$ cat config.mk
export PLATFORM = sky130hd
export DESIGN_NAME = mips_multicycle_ctrl_flat
export DESIGN_NICKNAME = d
export VERILOG_FILES = /design/src/rtl/mips_ctrl_if.sv /design/src/rtl/mips_multicycle_ctrl.sv /design/src/flat_wrapper.sv
export SDC_FILE = /design/constraint.sdc
export NUM_CORES = 1
export LEC_CHECK = 0
export BUFFER_PORTS_ARGS = -buffer_cell sky130_fd_sc_hd__buf_2
export CORE_MARGIN = 2
export CORE_UTILIZATION = 30
export DETAILED_ROUTE_END_ITERATION = 10
export PLACE_DENSITY = 0.59
export SLEW_MARGIN = 20
export SYNTH_ARGS = -nofsm -noshare
export SYNTH_HDL_FRONTEND = slang
export SYNTH_SLANG_ARGS = --single-unit
$ cat constraint.sdc
create_clock -name clk -period 1.8 [get_ports clk]
set_clock_uncertainty 0.1 [all_clocks]
set_input_delay 0.09 -clock clk [delete_from_list [all_inputs] [get_ports clk]]
set_output_delay 0.09 -clock clk [all_outputs]
set_load 0.005 [all_outputs]
$ cat src/rtl/mips_ctrl_if.sv
// Signal bundle between the multicycle MIPS control FSM and its datapath.
// The datapath drives the IR fields, the ALU zero flag and mem_ready. The controller drives everything else.
interface mips_ctrl_if #(
    parameter int CNT_W = 16
);
    logic [5:0]       opcode;
    logic [5:0]       funct;
    logic             zero;
    logic             mem_ready;
    logic             pc_en;
    logic             iord;
    logic             mem_write;
    logic             ir_write;
    logic             reg_dst;
    logic             mem_to_reg;
    logic             reg_write;
    logic             alu_src_a;
    logic [1:0]       alu_src_b;
    logic [2:0]       alu_ctrl;
    logic [1:0]       pc_src;
    logic             illegal;
    logic [3:0]       state;
    logic [CNT_W-1:0] retired;

    modport master (
        output opcode, funct, zero, mem_ready,
        input  pc_en, iord, mem_write, ir_write, reg_dst, mem_to_reg, reg_write,
               alu_src_a, alu_src_b, alu_ctrl, pc_src, illegal, state, retired
    );

    modport slave (
        input  opcode, funct, zero, mem_ready,
        output pc_en, iord, mem_write, ir_write, reg_dst, mem_to_reg, reg_write,
               alu_src_a, alu_src_b, alu_ctrl, pc_src, illegal, state, retired
    );
endinterface

$ cat src/rtl/mips_multicycle_ctrl.sv
// Main control FSM for the multicycle MIPS datapath. It steps through fetch, decode, execute, memory and writeback.
// It also keeps a count of retired instructions and flags unsupported encodings.
module mips_multicycle_ctrl #(
    parameter int CNT_W = 16
) (
    input  logic       clk,
    input  logic       rst_n,
    mips_ctrl_if.slave bus
);
    typedef enum logic [3:0] {
        S_FETCH   = 4'd0,  S_DECODE = 4'd1,  S_MEMADR = 4'd2,  S_MEMRD  = 4'd3,
        S_MEMWB   = 4'd4,  S_MEMWR  = 4'd5,  S_RTEX   = 4'd6,  S_RTWB   = 4'd7,
        S_BEQEX   = 4'd8,  S_ADDIEX = 4'd9,  S_ADDIWB = 4'd10, S_JEX    = 4'd11,
        S_ILLEGAL = 4'd12
    } state_e;

    localparam logic [5:0] OP_RTYPE = 6'h00, OP_LW = 6'h23, OP_SW = 6'h2B,
                           OP_BEQ = 6'h04, OP_ADDI = 6'h08, OP_J = 6'h02;
    localparam logic [2:0] ALU_ADD = 3'b010, ALU_SUB = 3'b110, ALU_AND = 3'b000,
                           ALU_OR = 3'b001, ALU_SLT = 3'b111;

    state_e           state_q, state_d;
    logic [CNT_W-1:0] retired_q;

    logic       pc_write, branch, retire, funct_ok;
    logic       ir_write_c, mem_write_c, reg_write_c, illegal_c;
    logic [2:0] funct_alu;

    always_ff @(posedge clk) begin
        // NOTE: sequential state uses non-blocking assignments. Every flop then samples its pre-edge value.
        if (!rst_n) begin
            state_q   <= S_FETCH;
            retired_q <= '0;
        end else begin
            state_q <= state_d;
            if (retire) retired_q <= retired_q + CNT_W'(1);
        end
    end

    always_comb begin
        funct_ok  = 1'b1;
        funct_alu = ALU_ADD;
        case (bus.funct)
            6'h20:   funct_alu = ALU_ADD;
            6'h22:   funct_alu = ALU_SUB;
            6'h24:   funct_alu = ALU_AND;
            6'h25:   funct_alu = ALU_OR;
            6'h2A:   funct_alu = ALU_SLT;
            default: funct_ok  = 1'b0;
        endcase
    end

    always_comb begin
        // NOTE: every output gets a default before the case statement. A state that omits an output therefore cannot infer a latch.
        state_d       = state_q;
        pc_write      = 1'b0;
        branch        = 1'b0;
        retire        = 1'b0;
        ir_write_c    = 1'b0;
        mem_write_c   = 1'b0;
        reg_write_c   = 1'b0;
        illegal_c     = 1'b0;
        bus.iord      = 1'b0;
        bus.reg_dst   = 1'b0;
        bus.mem_to_reg = 1'b0;
        bus.alu_src_a = 1'b0;
        bus.alu_src_b = 2'b00;
        bus.alu_ctrl  = 3'b000;
        bus.pc_src    = 2'b00;
        case (state_q)
            S_FETCH: begin
                bus.alu_src_b = 2'b01;
                bus.alu_ctrl  = ALU_ADD;
                if (bus.mem_ready) begin
                    ir_write_c = 1'b1;
                    pc_write   = 1'b1;
                    state_d    = S_DECODE;
                end
            end
            S_DECODE: begin
                bus.alu_src_b = 2'b11;
                bus.alu_ctrl  = ALU_ADD;
                case (bus.opcode)
                    OP_LW, OP_SW: state_d = S_MEMADR;
                    OP_RTYPE:     state_d = funct_ok ? S_RTEX : S_ILLEGAL;
                    OP_BEQ:       state_d = S_BEQEX;
                    OP_ADDI:      state_d = S_ADDIEX;
                    OP_J:         state_d = S_JEX;
                    default:      state_d = S_ILLEGAL;
                endcase
            end
            S_MEMADR: begin
                bus.alu_src_a = 1'b1;
                bus.alu_src_b = 2'b10;
                bus.alu_ctrl  = ALU_ADD;
                state_d       = (bus.opcode == OP_SW) ? S_MEMWR : S_MEMRD;
            end
            S_MEMRD: begin
                bus.iord = 1'b1;
                if (bus.mem_ready) state_d = S_MEMWB;
            end
            S_MEMWB: begin
                bus.mem_to_reg = 1'b1;
                reg_write_c    = 1'b1;
                retire         = 1'b1;
                state_d        = S_FETCH;
            end
            S_MEMWR: begin
                bus.iord    = 1'b1;
                mem_write_c = bus.mem_ready;
                if (bus.mem_ready) begin
                    retire  = 1'b1;
                    state_d = S_FETCH;
                end
            end
            S_RTEX: begin
                bus.alu_src_a = 1'b1;
                bus.alu_ctrl  = funct_alu;
                state_d       = S_RTWB;
            end
            S_RTWB: begin
                bus.reg_dst = 1'b1;
                reg_write_c = 1'b1;
                retire      = 1'b1;
                state_d     = S_FETCH;
            end
            S_BEQEX: begin
                bus.alu_src_a = 1'b1;
                bus.alu_ctrl  = ALU_SUB;
                bus.pc_src    = 2'b01;
                branch        = 1'b1;
                retire        = 1'b1;
                state_d       = S_FETCH;
            end
            S_ADDIEX: begin
                bus.alu_src_a = 1'b1;
                bus.alu_src_b = 2'b10;
                bus.alu_ctrl  = ALU_ADD;
                state_d       = S_ADDIWB;
            end
            S_ADDIWB: begin
                reg_write_c = 1'b1;
                retire      = 1'b1;
                state_d     = S_FETCH;
            end
            S_JEX: begin
                pc_write   = 1'b1;
                bus.pc_src = 2'b10;
                retire     = 1'b1;
                state_d    = S_FETCH;
            end
            S_ILLEGAL: begin
                illegal_c = 1'b1;
                state_d   = S_FETCH;
            end
            default: state_d = S_FETCH;
        endcase
    end

    // Strobes are held low while reset is asserted. The mux selects may still toggle during that time.
    assign bus.pc_en     = rst_n & (pc_write | (branch & bus.zero));
    assign bus.ir_write  = rst_n & ir_write_c;
    assign bus.mem_write = rst_n & mem_write_c;
    assign bus.reg_write = rst_n & reg_write_c;
    assign bus.illegal   = rst_n & illegal_c;
    assign bus.state     = state_q;
    assign bus.retired   = retired_q;
endmodule

$ cat src/flat_wrapper.sv
// flat-port wrapper written by rule: the top's interface ports become plain ports
module mips_multicycle_ctrl_flat 
#(
    parameter int CNT_W = 16
)
  (clk, rst_n, bus_opcode, bus_funct, bus_zero, bus_mem_ready, bus_pc_en, bus_iord, bus_mem_write, bus_ir_write, bus_reg_dst, bus_mem_to_reg, bus_reg_write, bus_alu_src_a, bus_alu_src_b, bus_alu_ctrl, bus_pc_src, bus_illegal, bus_state, bus_retired);
  mips_ctrl_if #(.CNT_W(CNT_W)) bus_i ();
  input  logic clk;
  input  logic rst_n;
  input wire logic [$bits(bus_i.opcode)-1:0] bus_opcode;
  input wire logic [$bits(bus_i.funct)-1:0] bus_funct;
  input wire logic [$bits(bus_i.zero)-1:0] bus_zero;
  input wire logic [$bits(bus_i.mem_ready)-1:0] bus_mem_ready;
  output wire logic [$bits(bus_i.pc_en)-1:0] bus_pc_en;
  output wire logic [$bits(bus_i.iord)-1:0] bus_iord;
  output wire logic [$bits(bus_i.mem_write)-1:0] bus_mem_write;
  output wire logic [$bits(bus_i.ir_write)-1:0] bus_ir_write;
  output wire logic [$bits(bus_i.reg_dst)-1:0] bus_reg_dst;
  output wire logic [$bits(bus_i.mem_to_reg)-1:0] bus_mem_to_reg;
  output wire logic [$bits(bus_i.reg_write)-1:0] bus_reg_write;
  output wire logic [$bits(bus_i.alu_src_a)-1:0] bus_alu_src_a;
  output wire logic [$bits(bus_i.alu_src_b)-1:0] bus_alu_src_b;
  output wire logic [$bits(bus_i.alu_ctrl)-1:0] bus_alu_ctrl;
  output wire logic [$bits(bus_i.pc_src)-1:0] bus_pc_src;
  output wire logic [$bits(bus_i.illegal)-1:0] bus_illegal;
  output wire logic [$bits(bus_i.state)-1:0] bus_state;
  output wire logic [$bits(bus_i.retired)-1:0] bus_retired;
  assign bus_i.opcode = bus_opcode;
  assign bus_i.funct = bus_funct;
  assign bus_i.zero = bus_zero;
  assign bus_i.mem_ready = bus_mem_ready;
  assign bus_pc_en = bus_i.pc_en;
  assign bus_iord = bus_i.iord;
  assign bus_mem_write = bus_i.mem_write;
  assign bus_ir_write = bus_i.ir_write;
  assign bus_reg_dst = bus_i.reg_dst;
  assign bus_mem_to_reg = bus_i.mem_to_reg;
  assign bus_reg_write = bus_i.reg_write;
  assign bus_alu_src_a = bus_i.alu_src_a;
  assign bus_alu_src_b = bus_i.alu_src_b;
  assign bus_alu_ctrl = bus_i.alu_ctrl;
  assign bus_pc_src = bus_i.pc_src;
  assign bus_illegal = bus_i.illegal;
  assign bus_state = bus_i.state;
  assign bus_retired = bus_i.retired;
  mips_multicycle_ctrl #(.CNT_W(CNT_W)) u_core (.clk(clk), .rst_n(rst_n), .bus(bus_i));
endmodule
== Word level (Yosys, flattened, before mapping) ==
Cells that the tools add are included.
Storage, ports and cells
  input bits: 16
  logic and storage cells: 70
  register bits: 20
  output and inout port bits: 36
Operators by class
  add/subtract/negate cells: 1
  bitwise logic cells: 7
  equal/unequal tests: 25
  muxes and demuxes: 24
  reductions and logical operators: 11
Operators with widths (count)
  $eq 6x6->1 const B: 7
  $pmux 4 s7: 1
  $eq 4x4->1 const B: 5
  $pmux 4 s5: 1
  $add 16x1->16 const B: 1
  $eq 4x3->1 const B: 4
  $mux 4: 4
  $pmux 3 s4: 1
  $mux 1: 11
  $reduce_or 5->1: 2
  $pmux 3 s3: 1
  $eq 4x2->1 const B: 2
  $reduce_or 4->1: 2
  $and 1x1->1: 6
  $eq 6x2->1 const B: 1
  $eq 6x3->1 const B: 1
  $eq 6x4->1 const B: 1
  $logic_not 6->1: 1
  $ne 2x2->1 const B: 3
  $pmux 2 s3: 1
  $reduce_or 2->1: 3
  $eq 4x1->1 const B: 1
  $logic_not 4->1: 1
  $pmux 1 s2: 2
  5 further kinds: 5

== Logic depth before layout (Yosys ltp) ==
Gate-level depths: netlist (run 1).
  depth in word-level cells: 6
  mapped depth: 7

== Worst setup path before layout (run 1) ==
Ideal clock, no wire load.
  path type: register -> register
  from: register u_core.state_q[0], in the netlist u_core.bus.state[0]
  to: register u_core.retired_q[7], in the netlist u_core.bus.retired[7]
  cell stages (with the launch flop): 8
  period minus slack after synthesis: 1.567 ns
  buffers on the path: 2
  arrival: 1.339 ns
  slack: 0.233 ns
  path through: dfxtp_1 buf_6 nand2b_2 a22oi_4 buf_6 nor4_2 xnor2_1 nor2_1
On the way
  word-level cells in the longest chain between the ends: 3
Ends and longest elaborated chain
  from (decl): line mips_multicycle_ctrl.sv:22  | state_e state_q, state_d;
  from (signal assigned): line mips_multicycle_ctrl.sv:35  | state_q <= state_d;
  $eq 4x4->1 or $eq 4x3->1 (tied branches): line mips_multicycle_ctrl.sv:70  | case (state_q)
  $reduce_or 5->1 (no source line)
  $pmux 1 s2 *: line mips_multicycle_ctrl.sv:70
  to (signal assigned): line mips_multicycle_ctrl.sv:36  | if (retire) retired_q <= retired_q + CNT_W'(1);
  to (decl): line mips_multicycle_ctrl.sv:23  | logic [CNT_W-1:0] retired_q;
Every way passes the cells marked *; elsewhere a longest branch is shown, timed or not.
A chain may end at the register's enable or synchronous reset.

== Worst setup path after layout (run 1) ==
  from: register u_core.state_q[2], in the netlist u_core.bus.state[2]
  to: output port bus_alu_ctrl[2]
On the way
  word-level cells in the longest chain between the ends: 3
Ends and longest elaborated chain
  $eq 4x2->1 (tied with other cells): line mips_multicycle_ctrl.sv:70
  $reduce_or 4->1 (no source line)
  $pmux 3 s3 *: line mips_multicycle_ctrl.sv:70
  to (decl): line flat_wrapper.sv:23  | output wire logic [$bits(bus_i.alu_ctrl)-1:0] bus_alu_ctrl;
Marks and branches as above.

==> impl_metrics.env, run 1 <==
export IMPL_status="complete, no violations"
export IMPL_rows=25
export IMPL_antenna_found_initial=0
export IMPL_cts_buffers=3
export IMPL_crit_path_end_kind="output pin"
export IMPL_tns_ns=0
export IMPL_wl_per_cell_um=12.1
export IMPL_synthTopCellsByCount="nor2_1, dfxtp_1, nand2_1"
export IMPL_first_iter_violations=70
export IMPL_syn2layout_area_growth_pct=27.8
export IMPL_worst_pin_slew_ns=0.557
export IMPL_maxCapViolations=0
export IMPL_syn_area_per_cell_um2=7.60
export IMPL_hold_class="in -> reg"
export IMPL_die_w_um=74.6
export IMPL_nNetsFinal=268
export IMPL_cts_setup_buffers=0
export IMPL_die_area_mm2=0.00557
export IMPL_pre_cts_slack_ns=0.145
export IMPL_met2_usage=0.238
export IMPL_final_hold_viol_count=0
export IMPL_cts_tree="built"
export IMPL_use_met3=0.0321
export IMPL_crit_type="reg -> out"
export IMPL_clk_latency_ns=0.25
export IMPL_drc_errors=0
export IMPL_io_pins=52
export IMPL_leakage_uw=0.000774
export IMPL_synth_top_area_frac=0.268
export IMPL_ys_seq_elements=20
export IMPL_start_kind="register"
export IMPL_viasPerCell=4.85
export IMPL_synth_cells=197
export IMPL_vias=1538
export IMPL_antenna_diode_count=0
export IMPL_fmax_mhz=588
export IMPL_htreeDepth=1
export IMPL_top_usage_layer="met2"
export IMPL_die_y_um=74.6
export IMPL_setup_viol=0
export IMPL_synthTopCellsByArea="dfxtp_1, nor2_1, xnor2_1"
export IMPL_ys_warn_count=0
export IMPL_cts_resized=0
export IMPL_synth_seq_area_share=0.268
export IMPL_place_gp_congestion=0.770
export IMPL_vdd_ir_drop_max_mv=0.432
export IMPL_rsz0062_at_grt="false"
export IMPL_power_density_mw_per_mm2=524
export IMPL_ys_flop_type="dfxtp_1"
export IMPL_path_clk_slew_ns=0.07
export IMPL_synth_most_common_cell="nor2_1"
export IMPL_cp_required_ns=1.61
export IMPL_ant_nets=0
export IMPL_fillers=527
export IMPL_io_buffer_count=51
export IMPL_worstPathArrival_ns=1.51
export IMPL_synth_enable_flop_cells=0
export IMPL_use_met1=0.185
export IMPL_grt_overflow=0
export IMPL_start_util=0.315
export IMPL_root_buffer="clkbuf_8"
export IMPL_dp_hpwl_um=2900
export IMPL_grt_max_degree=17
export IMPL_clockBufferDepth=2
export IMPL_grt_total_usage=0.139
export IMPL_clock_sinks=20
export IMPL_grt_pass1_vias=1374
export IMPL_synth_distinct_cells=53
export IMPL_async_flop_share=0
export IMPL_syn_cell_area_mm2=0.00150
export IMPL_finalWirelength_um=3840
export IMPL_yosysTopAreaCell="dfxtp_1"
export IMPL_setup_slack_ns=0.100
export IMPL_grt_pass1_wl_um=6180
export IMPL_hold_buffers=0
export IMPL_slew_headroom=0.619
export IMPL_period_share=0.944
export IMPL_core_area_mm2=0.00475
export IMPL_firstDrtPassIters=4
export IMPL_drive_above_1_share=0.328
export IMPL_critPathMaxFanout=13
export IMPL_drv_slew=0
export IMPL_synthesis_nets=214
export IMPL_layout_min_cycle_time_ns=1.70
-- sequential cells by signal, summed over array words and instances, names as in the netlist --
name,count
u_core.bus.state,4
u_core.bus.retired,16
-- final cells by class --
type                            instances  area, um2  share of cell area
Sequential cell                        20        403               0.211
Multi-Input combinational cell        158       1000               0.524
Clock buffer                            4       55.1              0.0288
Timing Repair Buffer                   62        345               0.181
Tap cell                               67       83.8              0.0438
Inverter                                6       22.5              0.0118
-- critical path, stage by stage, from the launching register on --
cell,delay (ns)
dfxtp_2,0.36
buf_6,0.15
nand3_1,0.10
or3_1,0.35
a21oi_1,0.16
buf_2,0.13
-- final timing paths --
path | from | endpoint | slack (ns) | cells past startpoint
worst min register to register | u_core.bus.retired[13] | u_core.bus.retired[13] | 0.38 | 2
worst max register to register | u_core.bus.state[0] | u_core.bus.retired[14] | 0.14 | 5
worst max-delay path | u_core.bus.state[2] | bus_alu_ctrl[2] | 0.10 | 5
worst min-delay path | rst_n | u_core.bus.retired[13] | 0.1 | 3
-- stage by stage --
stage          hold WS (ns)  instances  power, uW  utilization  instance area (um2)
6_report             0.0971        317       1000        0.402                 1910
2_1_floorplan         0.222        197        605            -                 1500
3_3_place_gp          0.367        313        674        0.388                 1850
3_5_place_dp          0.371        313        676        0.388                 1850
5_1_grt               0.110        317       1070        0.402                 1910
4_1_cts              0.0923        317       1020        0.400                 1900
-- where the power goes --
group          internal (uW)  leakage (uW)  switching (uW)
logic                   83.9      0.000582             123
clock network            194     0.0000288             141
registers                450      0.000163            9.26
-- routing by layer --
metal / part of all wire / vias to the layer above
met5: 0 / -
met4: 0.0050 / 0
met3: 0.043 / 2
met2: 0.47 / 31
met1: 0.48 / 694
li1: - / 811
-- cells in the final DEF (no fill, tap or decap), drive strengths merged, types with 2 or more instances in the layout --
cell	Yosys	routed
a211oi	2	2
nand4	6	6
a22oi	2	2
nand2b	10	10
nor3	13	13
nand2	14	14
nor4	6	6
dfxtp	20	20
o22ai	2	2
buf	6	62
nor2b	3	3
nand3	9	9
and3	2	2
inv	5	5
a21oi	12	12
xor2	2	2
clkbuf	7	4
and4	2	2
or2	3	3
nor2	30	30
a2111oi	3	3
xnor2	11	11
and2	3	3
o21ai	3	3
a31oi	2	2
-- cell families (layout without fill, tap and decap cells) --
group,after synthesis,in the layout,synth area share
flip-flops,20,20,0.268
adder cells (fa/ha/maj),2,2,0.0150
XOR/XNOR,13,13,0.0761
multiplexers,1,1,0.00669
AND/OR/NAND/NOR,107,107,0.407
AO/OA/AOI/OAI,35,35,0.165
buffers and inverters,19,72,0.0627
Note: power is estimated with default switching activity, not from simulation.
==> inputs of run 2 (changes only) <==
ABC_AREA = 1   (was not set)
==> run 2 against run 1 <==
Wire length grew 5.5%. Highest routed layer unchanged. Power grew 56%. Final cell count up 16%.
==> impl_metrics.env, run 2 <==
export IMPL_vdd_ir_drop_max_mv=0.308
export IMPL_drive_above_1_share=0.293
export IMPL_core_area_mm2=0.00475
export IMPL_fin_util=0.405
export IMPL_synth_top_area_frac=0.269
export IMPL_multi_input_area_um2=918
export IMPL_cts_tree="built"
export IMPL_layout_common_cells="nand2_1, buf_2, inv_1, nor2_1, dfxtp_1"
export IMPL_clock_sinks=20
export IMPL_ys_flop_type="dfxtp_1"
export IMPL_yosysTopAreaCell="dfxtp_1"
export IMPL_period_share=0.936
export IMPL_crit_type="reg -> out"
export IMPL_ys_warn_count=0
export IMPL_synth_seq_area_share=0.269
export IMPL_root_buffer="clkbuf_8"
export IMPL_grt_overflow=0
export IMPL_synthMuxAreaShare=0
export IMPL_synth_top_family_by_area="simple AND/OR/NAND/NOR gates"
export IMPL_rows=25
export IMPL_async_flop_share=0
export IMPL_cp_startpoint="u_core.bus.state[3]"
export IMPL_hold_slack_ns=0.0783
export IMPL_path_clk_slew_ns=0.08
export IMPL_maxCapViolations=0
export IMPL_crit_end="bus_pc_en"
export IMPL_power_density_mw_per_mm2=814
export IMPL_drc_errors=0
export IMPL_rrSetupSlack_ns=0.18
export IMPL_final_cell_area_mm2=0.00193
export IMPL_antenna_diode_count=0
export IMPL_grt_total_usage=0.152
export IMPL_cts_buffers=3
export IMPL_hold_class="in -> reg"
export IMPL_start_kind="register"
export IMPL_synth_most_common_cell="nand2_1"
export IMPL_crit_path_end_kind="output pin"
export IMPL_ys_seq_elements=20
export IMPL_cp_required_ns=1.61
export IMPL_leakage_uw=0.000971
export IMPL_top_layer="met4"
export IMPL_grt_max_degree=14
export IMPL_grt_pass1_wl_um=6640
export IMPL_drv_slew=0
export IMPL_cts_resized=0
export IMPL_syn2layout_area_growth_pct=29.3
export IMPL_status="complete, no violations"
export IMPL_place_gp_congestion=0.914
export IMPL_start_util=0.313
export IMPL_clockBufferDepth=2
export IMPL_slew_headroom=0.711
export IMPL_setup_viol=0
export IMPL_fmax_mhz=594
export IMPL_largest_register_ffs=16
export IMPL_layout_min_cycle_time_ns=1.68
export IMPL_finalWirelength_um=4050
export IMPL_syn_cell_area_mm2=0.00149
export IMPL_final_hold_viol_count=0
export IMPL_dp_hpwl_um=3260
export IMPL_synthesis_nets=260
export IMPL_synth_cells=243
export IMPL_m1WireLength_um=2080
export IMPL_die_y_um=74.5
export IMPL_synth_distinct_cells=32
export IMPL_met2WireLength_um=1710
export IMPL_r2r_end="u_core.bus.retired[8]"
export IMPL_ant_nets=0
export IMPL_synthTopCellsByArea="dfxtp_1, nand2_1, nor2_1"
export IMPL_grt_pass1_vias=1510
export IMPL_rsz0062_at_grt="true"
export IMPL_r2r_start="u_core.bus.state[3]"
export IMPL_worstPathArrival_ns=1.49
export IMPL_r2r_cells=10
export IMPL_synth_xor_area_share=0.0176
export IMPL_synth_adder_area_share=0.00840
export IMPL_wl_per_cell_um=11.0
export IMPL_hold_buffers=0
export IMPL_seqCellArea_um2=402
export IMPL_synth_simple_area_share=0.440
export IMPL_wl_met3_um=211
export IMPL_worst_pin_slew_ns=0.430
export IMPL_critPathMaxFanout=6
export IMPL_die_area_mm2=0.00554
export IMPL_first_iter_violations=94
export IMPL_viasPerCell=4.60
export IMPL_antenna_found_initial=0
export IMPL_fillers=525
export IMPL_synthTopCellsByCount="nand2_1, nor2_1, inv_1"
export IMPL_cts_setup_buffers=0
export IMPL_htreeDepth=1
export IMPL_io_pins=52
export IMPL_synth_enable_flop_cells=0
export IMPL_dpl_cell_area_mm2=0.00185
export IMPL_nNetsFinal=318
export IMPL_io_buffer_count=51
export IMPL_vias=1688
export IMPL_synth_compound_area_frac=0.145
export IMPL_tns_ns=0
export IMPL_syn_area_per_cell_um2=6.13
export IMPL_pre_cts_slack_ns=0.192
export IMPL_die_w_um=74.5
export IMPL_setup_slack_ns=0.116
export IMPL_clk_latency_ns=0.26
export IMPL_firstDrtPassIters=4
run 2: report_power, final:
group          total, uW  switching [uW]  internal, uW
logic                581             377           205
clock network        452             156           297
registers            534            52.9           481
total               1570             585           982
run 2: cell families (layout without fill, tap and decap cells):
family / Yosys count / in the layout
adders and majority gates: 1 / 1
buffers and inverters: 44 / 101
DFF: 20 / 20
AOI/OAI and AO/OA: 40 / 40
xor gates and xnor gates: 3 / 3
and+or+nand+nor: 135 / 135
run 2: how the worst min path moves through the flow:
stage / startpoint / endpoint / slack, ns / depth (start not counted)
floorplan: rst_n / u_core.bus.retired[0] / 0.13 / 2
global placement: u_core.bus.retired[4] / u_core.bus.retired[4] / 0.36 / 2
detailed placement: u_core.bus.retired[4] / u_core.bus.retired[4] / 0.35 / 2
CTS: rst_n / u_core.bus.state[1] / 0.07 / 3
global route: rst_n / u_core.bus.state[1] / 0.09 / 3
finish: rst_n / u_core.bus.state[1] / 0.08 / 3
run 2: final cells by class:
cell class	instances	share of cell area
clock inverters	1	0.0156
repair buffers	56	0.152
clock buffers	3	0.0214
multi-input cells	179	0.477
flip-flops and latches	20	0.209
well taps	67	0.0435
inverters	41	0.0819
run 2: per-stage QoR:
stage,total power (uW),std cells
final,1570,367
after global routing,1670,367
after CTS,1570,367
after detailed placement,1110,363
after global placement,1110,363
after floorplan,913,243
run 2: routing by layer:
layer  global-route usage  vias to the layer above
li1                     -                      900
met1                0.225                      737
met2                0.231                       47
met3               0.0203                        4
met4               0.0417                        0
met5                    0                        -
run 2: critical path, cell delays in order (launching register included):
cell and delay, ns:
dfxtp_1 0.39, inv_2 0.10, nor2_1 0.14, inv_1 0.11, nor2_1 0.16, inv_1 0.06
a31oi_1 0.15, buf_2 0.13
==> inputs of run 3 (changes only) <==
ABC_AREA = not set   (was 1)
clock period = 1.55 ns   (was 1.8 ns; I/O delays follow)
==> run 3 against run 2 <==
The flow now finishes with violations (negative setup slack). Sequential power barely moved. Die area rose by 0.47%. Register-to-register slack got worse by 0.25 ns. Final cell count fell by 6.5%. Sequential cell count stayed put. Global-route usage shrank 0.47 points. Critical path depth is 1 lower. Power fell by 23%. Via count grew 3.0%. Critical path type is now reg -> reg.
==> impl_metrics.env, run 3 (synthesis results as in run 1) <==
export IMPL_status="complete, but fails checks"
export IMPL_violations="negative setup slack"
export IMPL_hold_buffers=0
export IMPL_firstDrtPassIters=4
export IMPL_die_y_um=74.6
export IMPL_crit_path_end_kind="register"
export IMPL_first_iter_violations=73
export IMPL_clkPwrFrac=0.278
export IMPL_seqCellArea_um2=412
export IMPL_wl_per_cell_um=12.4
export IMPL_start_util=0.315
export IMPL_clockBufferDepth=2
export IMPL_fillers=450
export IMPL_wl_met3_um=156
export IMPL_die_area_mm2=0.00557
export IMPL_vias=1739
export IMPL_grt_pass1_wl_um=6640
export IMPL_p_sw_uw=351
export IMPL_finalWirelength_um=4250
export IMPL_switching_share=0.291
export IMPL_vdd_ir_drop_max_mv=0.307
export IMPL_clk_latency_ns=0.25
export IMPL_viasPerCell=5.07
export IMPL_worst_pin_slew_ns=0.393
export IMPL_core_area_mm2=0.00475
export IMPL_nNetsFinal=295
export IMPL_power_density_mw_per_mm2=524
export IMPL_setup_slack_ns=-0.0666
export IMPL_fmax_mhz=619
export IMPL_ant_nets=0
export IMPL_max_stage_delay_ns=0.34
export IMPL_grt_overflow=0
export IMPL_dp_hpwl_um=2940
export IMPL_largest_register_ffs=16
export IMPL_root_buffer="clkbuf_8"
export IMPL_top_layer="met4"
export IMPL_die_w_um=74.6
export IMPL_fin_util=0.485
export IMPL_cp_required_ns=1.60
export IMPL_io_buffer_count=51
export IMPL_drv_slew=0
export IMPL_dpl_cell_area_mm2=0.00198
export IMPL_pre_cts_slack_ns=-0.0552
export IMPL_m1WireLength_um=2010
export IMPL_drive_above_1_share=0.496
export IMPL_grt_max_degree=18
export IMPL_syn2layout_area_growth_pct=54.2
export IMPL_crit_type="reg -> reg"
export IMPL_cts_tree="built"
export IMPL_power_frac_comb=0.280
export IMPL_cp_startpoint="u_core.bus.state[2]"
export IMPL_critPathMaxFanout=12
export IMPL_io_pins=52
export IMPL_htreeDepth=1
export IMPL_grt_total_usage=0.148
export IMPL_final_common_cell="buf_2"
export IMPL_path_cells="and2b_1, a22oi_4, buf_12, nor3_4, a21oi_1, a31o_2"
export IMPL_p_seq_frac=0.442
export IMPL_worstPathArrival_ns=1.67
export IMPL_r2r_start="u_core.bus.state[2]"
export IMPL_place_gp_congestion=0.774
export IMPL_leakage_uw=0.000941
export IMPL_layout_common_cells="buf_2, buf_4, nor2_1, dfxtp_1, nand2_1"
export IMPL_path_clk_slew_ns=0.07
export IMPL_tns_ns=-0.208
export IMPL_antenna_found_initial=0
export IMPL_start_kind="register"
export IMPL_period_share=1.04
export IMPL_intPower_uw=857
export IMPL_rsz0062_at_grt="true"
export IMPL_critPathTopFamily="simple AND/OR/NAND/NOR gates"
export IMPL_cts_buffers=3
export IMPL_antenna_diode_count=0
export IMPL_drc_errors=0
export IMPL_path_buf_inv=1
export IMPL_slew_headroom=0.731
export IMPL_met2WireLength_um=2040
export IMPL_final_hold_viol_count=0
export IMPL_hp_start="rst_n"
export IMPL_maxCapViolations=0
export IMPL_rows=25
export IMPL_crit_slowest_cell="dfxtp_2"
export IMPL_hold_class="in -> reg"
export IMPL_multi_input_area_mm2=0.00115
export IMPL_clock_sinks=20
export IMPL_setup_viol=6
export IMPL_grt_pass1_vias=1538
export IMPL_final_cell_area_mm2=0.00231
export IMPL_layout_min_cycle_time_ns=1.62
-- run 3: power groups by stage --
| stage | Clock [uW] | Combinational, uW | Sequential [uW] |
|---|---|---|---|
| CTS | 345 | 281 | 531 |
| floorplan | 0 | 161 | 543 |
| global placement | 0 | 263 | 543 |
| detailed placement | 0 | 263 | 543 |
| finish | 336 | 338 | 534 |
| global route | 368 | 371 | 535 |
-- run 3: area by class of cell --
class	count	area share
timing repair buffer	89	0.258
clock buffer	3	0.0179
inverter	6	0.0108
sequential	20	0.178
tap	67	0.0363
multi-input combinational	158	0.498
-- run 3: final timing paths --
kind                             to  slack (ns)  cells after the start
min reg2reg  u_core.bus.retired[13]        0.40                      2
max          u_core.bus.retired[15]       -0.07                      6
max reg2reg  u_core.bus.retired[15]       -0.07                      6
min             u_core.bus.state[3]        0.04                      3
-- run 3: what timing repair did --
action                     in CTS  in global routing
hold endpoints to repair        0                  0
setup endpoints to repair      13                 26
setup buffers                   5                  9
gates resized for setup        18                 30
pin swaps                       6                 15
-- run 3: metal layers --
| layer | GRT usage | up-vias |
|---|---|---|
| li1 | - | 868 |
| met1 | 0.207 | 824 |
| met2 | 0.239 | 43 |
| met3 | 0.0147 | 4 |
| met4 | 0.0476 | 0 |
| met5 | 0 | - |
-- run 3: tightest hold or removal path, delay by kind of cell --
kind | cells | cell delay (ns)
buffers and inverters | 2 | 0.20
AO/OA/AOI/OAI | 1 | 0.08
-- run 3: per-stage QoR --
stage                     hold WS, ns  cells  total power (uW)
after floorplan                 0.202    197               704
after global placement          0.306    328               806
after detailed placement        0.306    328               806
after CTS                      0.0425    335              1160
after global routing           0.0744    343              1270
final                          0.0406    343              1210
